## src/rtl/i2c_pkg.sv

```systemverilog
// Shared encodings for the I2C register sequencer: FSM states, response codes,
// R/W address bit and the captured request record.
package i2c_pkg;

    localparam logic [2:0] ST_IDLE      = 3'd0;
    localparam logic [2:0] ST_S_ADDR_W  = 3'd1;
    localparam logic [2:0] ST_W_REG     = 3'd2;
    localparam logic [2:0] ST_W_DATA    = 3'd3;
    localparam logic [2:0] ST_RS_ADDR_R = 3'd4;
    localparam logic [2:0] ST_R_DATA    = 3'd5;
    localparam logic [2:0] ST_S_STOP    = 3'd6;
    localparam logic [2:0] ST_RESP      = 3'd7;

    localparam logic [1:0] RSP_OK      = 2'd0;
    localparam logic [1:0] RSP_NACK    = 2'd1;
    localparam logic [1:0] RSP_TIMEOUT = 2'd2;

    localparam logic I2C_WR_BIT = 1'b0;
    localparam logic I2C_RD_BIT = 1'b1;

    typedef struct packed {
        logic       rw;
        logic [6:0] dev_addr;
        logic [7:0] reg_addr;
        logic [7:0] wdata;
    } req_t;

    function automatic logic [7:0] addr_byte(input logic [6:0] dev, input logic rd);
        return {dev, rd};
    endfunction

endpackage

```

## src/rtl/i2c_step_timer.sv

```systemverilog
// Per-step watchdog: cleared whenever a new command is issued, counts while the
// sequencer waits, and flags expiry after TIMEOUT_CYCLES waiting cycles.
module i2c_step_timer #(
    parameter int TIMEOUT_CYCLES = 200000,
    parameter int CNT_W          = 18
) (
    input  logic clk,
    input  logic reset,
    input  logic clear,
    input  logic enable,
    output logic expired
);

    localparam logic [CNT_W-1:0] LIMIT = CNT_W'(TIMEOUT_CYCLES - 1);

    logic [CNT_W-1:0] cnt_q;
    logic [CNT_W-1:0] cnt_d;

    assign expired = (cnt_q >= LIMIT);

    always_comb begin
        cnt_d = cnt_q;
        if (clear) begin
            cnt_d = '0;
        end else if (enable && !expired) begin
            cnt_d = cnt_q + 1'b1;
        end
    end

    always_ff @(posedge clk) begin
        if (reset) begin
            cnt_q <= '0;
        end else begin
            cnt_q <= cnt_d;
        end
    end

endmodule

```

## src/rtl/i2c_reg_sequencer.sv

```systemverilog
// Turns one register read/write request into START/WRITE/READ/STOP strobes for
// the byte-level I2C master and returns a single response per request.
module i2c_reg_sequencer
    import i2c_pkg::*;
#(
    parameter int TIMEOUT_CYCLES = 200000,
    parameter int CNT_W          = 18
) (
    input  logic       clk,
    input  logic       reset,
    input  logic       req_valid,
    output logic       req_ready,
    input  logic       req_rw,
    input  logic [6:0] req_dev_addr,
    input  logic [7:0] req_reg_addr,
    input  logic [7:0] req_wdata,
    output logic       rsp_valid,
    output logic [7:0] rsp_rdata,
    output logic [1:0] rsp_err,
    output logic       m_start,
    output logic       m_stop,
    output logic       m_write,
    output logic       m_read,
    output logic [7:0] m_data_in,
    output logic       m_ack_in,
    input  logic       m_done,
    input  logic       m_busy,
    input  logic       m_ack_err,
    input  logic [7:0] m_data_out
);

    logic [2:0] state_q, state_d;
    logic       phase_q, phase_d;
    req_t       req_q, req_d;
    logic [1:0] err_q, err_d;
    logic [7:0] rdata_q, rdata_d;
    logic       m_start_q, m_start_d;
    logic       m_stop_q, m_stop_d;
    logic       m_write_q, m_write_d;
    logic       m_read_q, m_read_d;
    logic [7:0] m_data_in_q, m_data_in_d;
    logic       m_ack_in_q, m_ack_in_d;
    logic       rsp_valid_q, rsp_valid_d;
    logic [7:0] rsp_rdata_q, rsp_rdata_d;
    logic [1:0] rsp_err_q, rsp_err_d;

    logic       tmr_clear, tmr_en, tmr_expired;
    logic       issue_w, issue_start, issue_r;
    logic [7:0] issue_byte;
    logic [2:0] issue_state;
    logic       nack, tmo, go_stop, go_resp;

    i2c_step_timer #(
        .TIMEOUT_CYCLES(TIMEOUT_CYCLES),
        .CNT_W         (CNT_W)
    ) u_timer (
        .clk    (clk),
        .reset  (reset),
        .clear  (tmr_clear),
        .enable (tmr_en),
        .expired(tmr_expired)
    );

    assign req_ready = (state_q == ST_IDLE) && !reset;
    assign rsp_valid = rsp_valid_q;
    assign rsp_rdata = rsp_rdata_q;
    assign rsp_err   = rsp_err_q;
    assign m_start   = m_start_q;
    assign m_stop    = m_stop_q;
    assign m_write   = m_write_q;
    assign m_read    = m_read_q;
    assign m_data_in = m_data_in_q;
    assign m_ack_in  = m_ack_in_q;

    always_comb begin
        state_d     = state_q;
        phase_d     = phase_q;
        req_d       = req_q;
        err_d       = err_q;
        rdata_d     = rdata_q;
        m_start_d   = m_start_q;
        m_stop_d    = m_stop_q;
        m_write_d   = m_write_q;
        m_read_d    = 1'b0;
        m_data_in_d = m_data_in_q;
        m_ack_in_d  = m_ack_in_q;
        rsp_valid_d = 1'b0;
        rsp_rdata_d = rsp_rdata_q;
        rsp_err_d   = rsp_err_q;
        tmr_clear   = 1'b0;
        tmr_en      = 1'b0;
        issue_w     = 1'b0;
        issue_start = 1'b0;
        issue_r     = 1'b0;
        issue_byte  = 8'h00;
        issue_state = ST_IDLE;
        nack        = 1'b0;
        tmo         = 1'b0;
        go_stop     = 1'b0;
        go_resp     = 1'b0;

        case (state_q)
            ST_IDLE: begin
                if (req_valid && req_ready) begin
                    req_d.rw       = req_rw;
                    req_d.dev_addr = req_dev_addr;
                    req_d.reg_addr = req_reg_addr;
                    req_d.wdata    = req_wdata;
                    err_d          = RSP_OK;
                    rdata_d        = 8'h00;
                    m_ack_in_d     = 1'b0;
                    issue_w        = 1'b1;
                    issue_start    = 1'b1;
                    issue_byte     = addr_byte(req_dev_addr, I2C_WR_BIT);
                    issue_state    = ST_S_ADDR_W;
                end
            end
            ST_S_ADDR_W: begin
                tmr_en = 1'b1;
                // START is held until the master reports the bus as taken.
                if (!phase_q && m_busy) begin
                    m_start_d = 1'b0;
                    m_write_d = 1'b0;
                    phase_d   = 1'b1;
                end
                if (m_done) begin
                    if (m_ack_err) begin
                        nack = 1'b1;
                    end else begin
                        issue_w     = 1'b1;
                        issue_byte  = req_q.reg_addr;
                        issue_state = ST_W_REG;
                    end
                end else if (tmr_expired) begin
                    tmo = 1'b1;
                end
            end
            ST_W_REG: begin
                tmr_en    = 1'b1;
                m_write_d = 1'b0;
                if (m_done) begin
                    if (m_ack_err) begin
                        nack = 1'b1;
                    end else if (req_q.rw == I2C_RD_BIT) begin
                        issue_w     = 1'b1;
                        issue_start = 1'b1;
                        issue_byte  = addr_byte(req_q.dev_addr, I2C_RD_BIT);
                        issue_state = ST_RS_ADDR_R;
                    end else begin
                        issue_w     = 1'b1;
                        issue_byte  = req_q.wdata;
                        issue_state = ST_W_DATA;
                    end
                end else if (tmr_expired) begin
                    tmo = 1'b1;
                end
            end
            ST_W_DATA: begin
                tmr_en    = 1'b1;
                m_write_d = 1'b0;
                if (m_done) begin
                    nack    = m_ack_err;
                    go_stop = 1'b1;
                end else if (tmr_expired) begin
                    tmo = 1'b1;
                end
            end
            ST_RS_ADDR_R: begin
                tmr_en = 1'b1;
                // Repeated START is held for exactly two cycles; the bus is already busy.
                if (!phase_q) begin
                    phase_d = 1'b1;
                end else begin
                    m_start_d = 1'b0;
                    m_write_d = 1'b0;
                end
                if (m_done) begin
                    if (m_ack_err) begin
                        nack = 1'b1;
                    end else begin
                        issue_r = 1'b1;
                    end
                end else if (tmr_expired) begin
                    tmo = 1'b1;
                end
            end
            ST_R_DATA: begin
                tmr_en = 1'b1;
                if (m_done) begin
                    rdata_d = m_data_out;
                    go_stop = 1'b1;
                end else if (tmr_expired) begin
                    tmo = 1'b1;
                end
            end
            ST_S_STOP: begin
                tmr_en = 1'b1;
                if (!m_busy) begin
                    m_stop_d = 1'b0;
                    go_resp  = 1'b1;
                end else if (tmr_expired) begin
                    m_stop_d = 1'b0;
                    err_d    = RSP_TIMEOUT;
                    go_resp  = 1'b1;
                end
            end
            ST_RESP: begin
                state_d = ST_IDLE;
            end
            default: begin
                state_d = ST_IDLE;
            end
        endcase

        if (nack) begin
            err_d   = RSP_NACK;
            go_stop = 1'b1;
        end
        if (tmo) begin
            if (err_q == RSP_OK) begin
                err_d = RSP_TIMEOUT;
            end
            go_stop = 1'b1;
        end

        if (issue_w) begin
            state_d     = issue_state;
            phase_d     = 1'b0;
            m_start_d   = issue_start;
            m_write_d   = 1'b1;
            m_data_in_d = issue_byte;
            tmr_clear   = 1'b1;
        end
        if (issue_r) begin
            state_d    = ST_R_DATA;
            m_start_d  = 1'b0;
            m_write_d  = 1'b0;
            m_read_d   = 1'b1;
            m_ack_in_d = 1'b1;
            tmr_clear  = 1'b1;
        end
        if (go_stop) begin
            state_d   = ST_S_STOP;
            m_start_d = 1'b0;
            m_write_d = 1'b0;
            m_stop_d  = 1'b1;
            tmr_clear = 1'b1;
        end
        if (go_resp) begin
            state_d     = ST_RESP;
            rsp_valid_d = 1'b1;
            rsp_err_d   = err_d;
            rsp_rdata_d = (err_d == RSP_OK && req_q.rw == I2C_RD_BIT) ? rdata_q : 8'h00;
        end
    end

    always_ff @(posedge clk) begin
        if (reset) begin
            state_q     <= ST_IDLE;
            phase_q     <= 1'b0;
            err_q       <= RSP_OK;
            rdata_q     <= 8'h00;
            m_start_q   <= 1'b0;
            m_stop_q    <= 1'b0;
            m_write_q   <= 1'b0;
            m_read_q    <= 1'b0;
            m_data_in_q <= 8'h00;
            m_ack_in_q  <= 1'b0;
            rsp_valid_q <= 1'b0;
            rsp_rdata_q <= 8'h00;
            rsp_err_q   <= RSP_OK;
        end else begin
            state_q     <= state_d;
            phase_q     <= phase_d;
            err_q       <= err_d;
            rdata_q     <= rdata_d;
            m_start_q   <= m_start_d;
            m_stop_q    <= m_stop_d;
            m_write_q   <= m_write_d;
            m_read_q    <= m_read_d;
            m_data_in_q <= m_data_in_d;
            m_ack_in_q  <= m_ack_in_d;
            rsp_valid_q <= rsp_valid_d;
            rsp_rdata_q <= rsp_rdata_d;
            rsp_err_q   <= rsp_err_d;
        end
        req_q <= req_d;
    end

endmodule

```

## config.mk

```make
export PLATFORM = sky130hd
export DESIGN_NAME = i2c_reg_sequencer
export DESIGN_NICKNAME = d
export VERILOG_FILES = /design/src/rtl/i2c_pkg.sv /design/src/rtl/i2c_step_timer.sv /design/src/rtl/i2c_reg_sequencer.sv
export SDC_FILE = /design/constraint.sdc
export NUM_CORES = 1
export LEC_CHECK = 0
export ABC_AREA = 0
export CAP_MARGIN = 20
export CORE_MARGIN = 2
export CORE_UTILIZATION = 56
export DETAILED_ROUTE_END_ITERATION = 7
export PLACE_DENSITY = 0.94
export SLEW_MARGIN = 20
export SYNTH_ARGS = -nofsm -noshare
export SYNTH_HDL_FRONTEND = slang
export SYNTH_SLANG_ARGS = --single-unit
```

## constraint.sdc

```tcl
create_clock -name clk -period 5.6 [get_ports clk]
set_input_delay 1.4 -clock clk [delete_from_list [all_inputs] [get_ports clk]]
set_output_delay 1.4 -clock clk [all_outputs]
set_load 0.01 [all_outputs]
```

==> metrics <==
PostCTS Resize Cnt 0; drt via density 6.12; Post-CTS Setup Repair Bufs 0; vias 2,999; commonest non-fill, non-tap cell in the layout clkdlybuf4s50_1; Synth area leaders dfxtp_1 32%, edfxtp_1 20%, a21oi_1 3.8%; status completed; Max Cap Viol 0; CTS H-Tree Depth 3; setup TNS 0 ns; clock buffer depth 2; largest net degree at the start of global routing 35; top cell type by total area after synthesis dfxtp_1; Mapped Nets 395; hold crit path type reg2reg; drt wl/cell 16.0 um; CP max stage cell clkdlybuf4s50_1; Max Clk Rate 235 MHz; syn avg cell area 9.92 um2; most used routing layer met2; die area 6960 um2; final worst path period need 4.26 ns; post-synth cell types 59; CP Cell Sequence clkdlybuf4s50_1, buf_4, nor4_2, clkdlybuf4s50_1; worst-path maximum fanout 34; worst vdd ir 0.243 mV; met2 Usage GRT 0.391; cells after synthesis 356; Nets 449; drt initial violations 338; I/O Pins 63; Core Region 6030 um2; #FFs+latches synth 80; P_leak 1.52 nW; RSZ-0062 raised after global routing false; final hold vios 0; post-synth top area share 0.317; Area Overhead vs Synth 23.1%; die width 83.4 um; crit path DAT 2.86 ns; PwrDens 354 nW/um2; period utilization 0.761; Final ANT Viol Nets 0; cell mode on critical path clkdlybuf4s50_1; Reg2Reg Depth 7; GPL Wtd Cong 0.864; first-pass GRT wire length 13,100 um; Area after DPL 4140 um2; Worst Setup Start Kind primary input; hold path cells 2; Clock Sinks 80; ys async rst share 0; Inserted Clock Buffers 9; Cell Area, Synth 3530 um2; Initial Utilization 0.586; Setup CP Type in2out; switching pwr 510 uW; grt total ovfl 0; actual slew at the worst max-slew pin 1.06 ns; total power 1.54 mW; final setup vio count 0; n_diodes 0; Finished Cell Area 4350 um2; initial antenna violation count 0; met3 Use GR 0.0487; ys flop type dfxtp_1; commonest non-fill, non-tap cells in the layout 62 x clkdlybuf4s50_1, 56 x dfxtp_1, 35 x nor2_1; Post-synth EDFFs 24; GR met1 Demand/Resource 0.277; CP endpoint kind output port; Comb pwr share 0.246; Fin Clk Skew 0.0106 ns; yosys warns 0; Clk pin slew, worst setup/hold paths 0.09 ns; Clk network pwr share 0.281; DRC violations left 0; hold_buf cts 0; CP required 4.20 ns; sequential share of the synthesized area 0.521; CP peak stage delay 0.59 ns; CTS tree done; Sw Share 0.331; P_int 1.03 mW; First-pass DRT Iterations 5; Final HPWL DP 5350 um; die height 83.4 um; Rows 28; GR Util All Layers 0.232; via count of the first global-routing pass 2,876; Skew-Pair Late Insertion Delay 0.37 ns; CTS root buf clkbuf_8; Seq pwr share 0.472; wirelength, routed 7850 um; worst rel slew slack 0.289; share of cells above drive strength 1 0.0964; Max Slew Vio Count 0; PortBufs 62
-- area by class of cell --
cell class | count | area (um2)
fill | 419 | 1680
clock inverter | 7 | 80.1
clock buffer | 9 | 124
multi-input combinational | 251 | 1560
sequential | 80 | 1840
tap | 75 | 93.8
inverter | 4 | 15.0
timing repair buffer | 64 | 636
-- power groups by stage --
stage / combinational [mW] / clock (mW) / sequential (mW)
floorplan: 0.300 / 0 / 0.701
detailed placement: 0.372 / 0 / 0.738
global route: 0.417 / 0.463 / 0.736
global placement: 0.357 / 0 / 0.735
CTS: 0.378 / 0.436 / 0.725
finish: 0.379 / 0.433 / 0.727
-- critical path, delay by kind of cell --
kind	cells	cell delay, ns
simple gates	1	0.22
buf+inv	3	1.23
-- path summary, 6_finish.rpt --
| path | from | endpoint | slack, ns |
|---|---|---|---|
| min | rdata_q[7] | rdata_q[7] | 0.47 |
| max | reset | req_ready | 1.34 |
| max reg2reg | state_q[2] | state_q[1] | 2.80 |
| min reg2reg | rdata_q[7] | rdata_q[7] | 0.47 |
-- metal layers --
layer,vias up,wire length [um]
met5,-,0
met4,0,264
met3,26,567
met2,151,3930
met1,1415,3090
li1,1407,-
-- state kept, by name, indices dropped and copies added, names as in the netlist, 2 cells and up --
register / count
err_q: 2
rsp_rdata: 8
rdata_q: 8
m_data_in: 8
req_q: 24
u_timer.cnt_q: 18
rsp_err: 2
state_q: 3
-- Yosys cell counts (all sizes together) (8+ instances only) --
| cell | number |
|---|---|
| a21oi | 28 |
| a22o | 8 |
| and3 | 10 |
| buf | 12 |
| clkbuf | 9 |
| dfxtp | 56 |
| edfxtp | 24 |
| nand2 | 33 |
| nand3 | 20 |
| nor2 | 47 |
| o21ai | 14 |
| xor2 | 13 |
-- kinds of logic (layout without fill, tap and decap cells) --
kind of cell    Yosys count  after routing  synth area share
simple gates            143            143             0.220
flops                    80             80             0.521
fa+ha+maj                 1              1           0.00354
mux                       7              7            0.0198
buf+inv                  25             84            0.0375
compound gates           86             86             0.163
xor+xnor                 14             14            0.0347
-- through the flow --
step                setup slack [ns]  cells   util  hold WS [ns]
global placement                1.33    474  0.688         0.442
CTS                             1.34    490  0.722         0.471
finish                          1.34    490  0.722         0.471
floorplan                       2.39    356      -         0.442
global route                    1.26    490  0.722         0.485
detailed placement              1.25    474  0.688         0.455
Note: power is estimated with default switching activity, not from simulation.
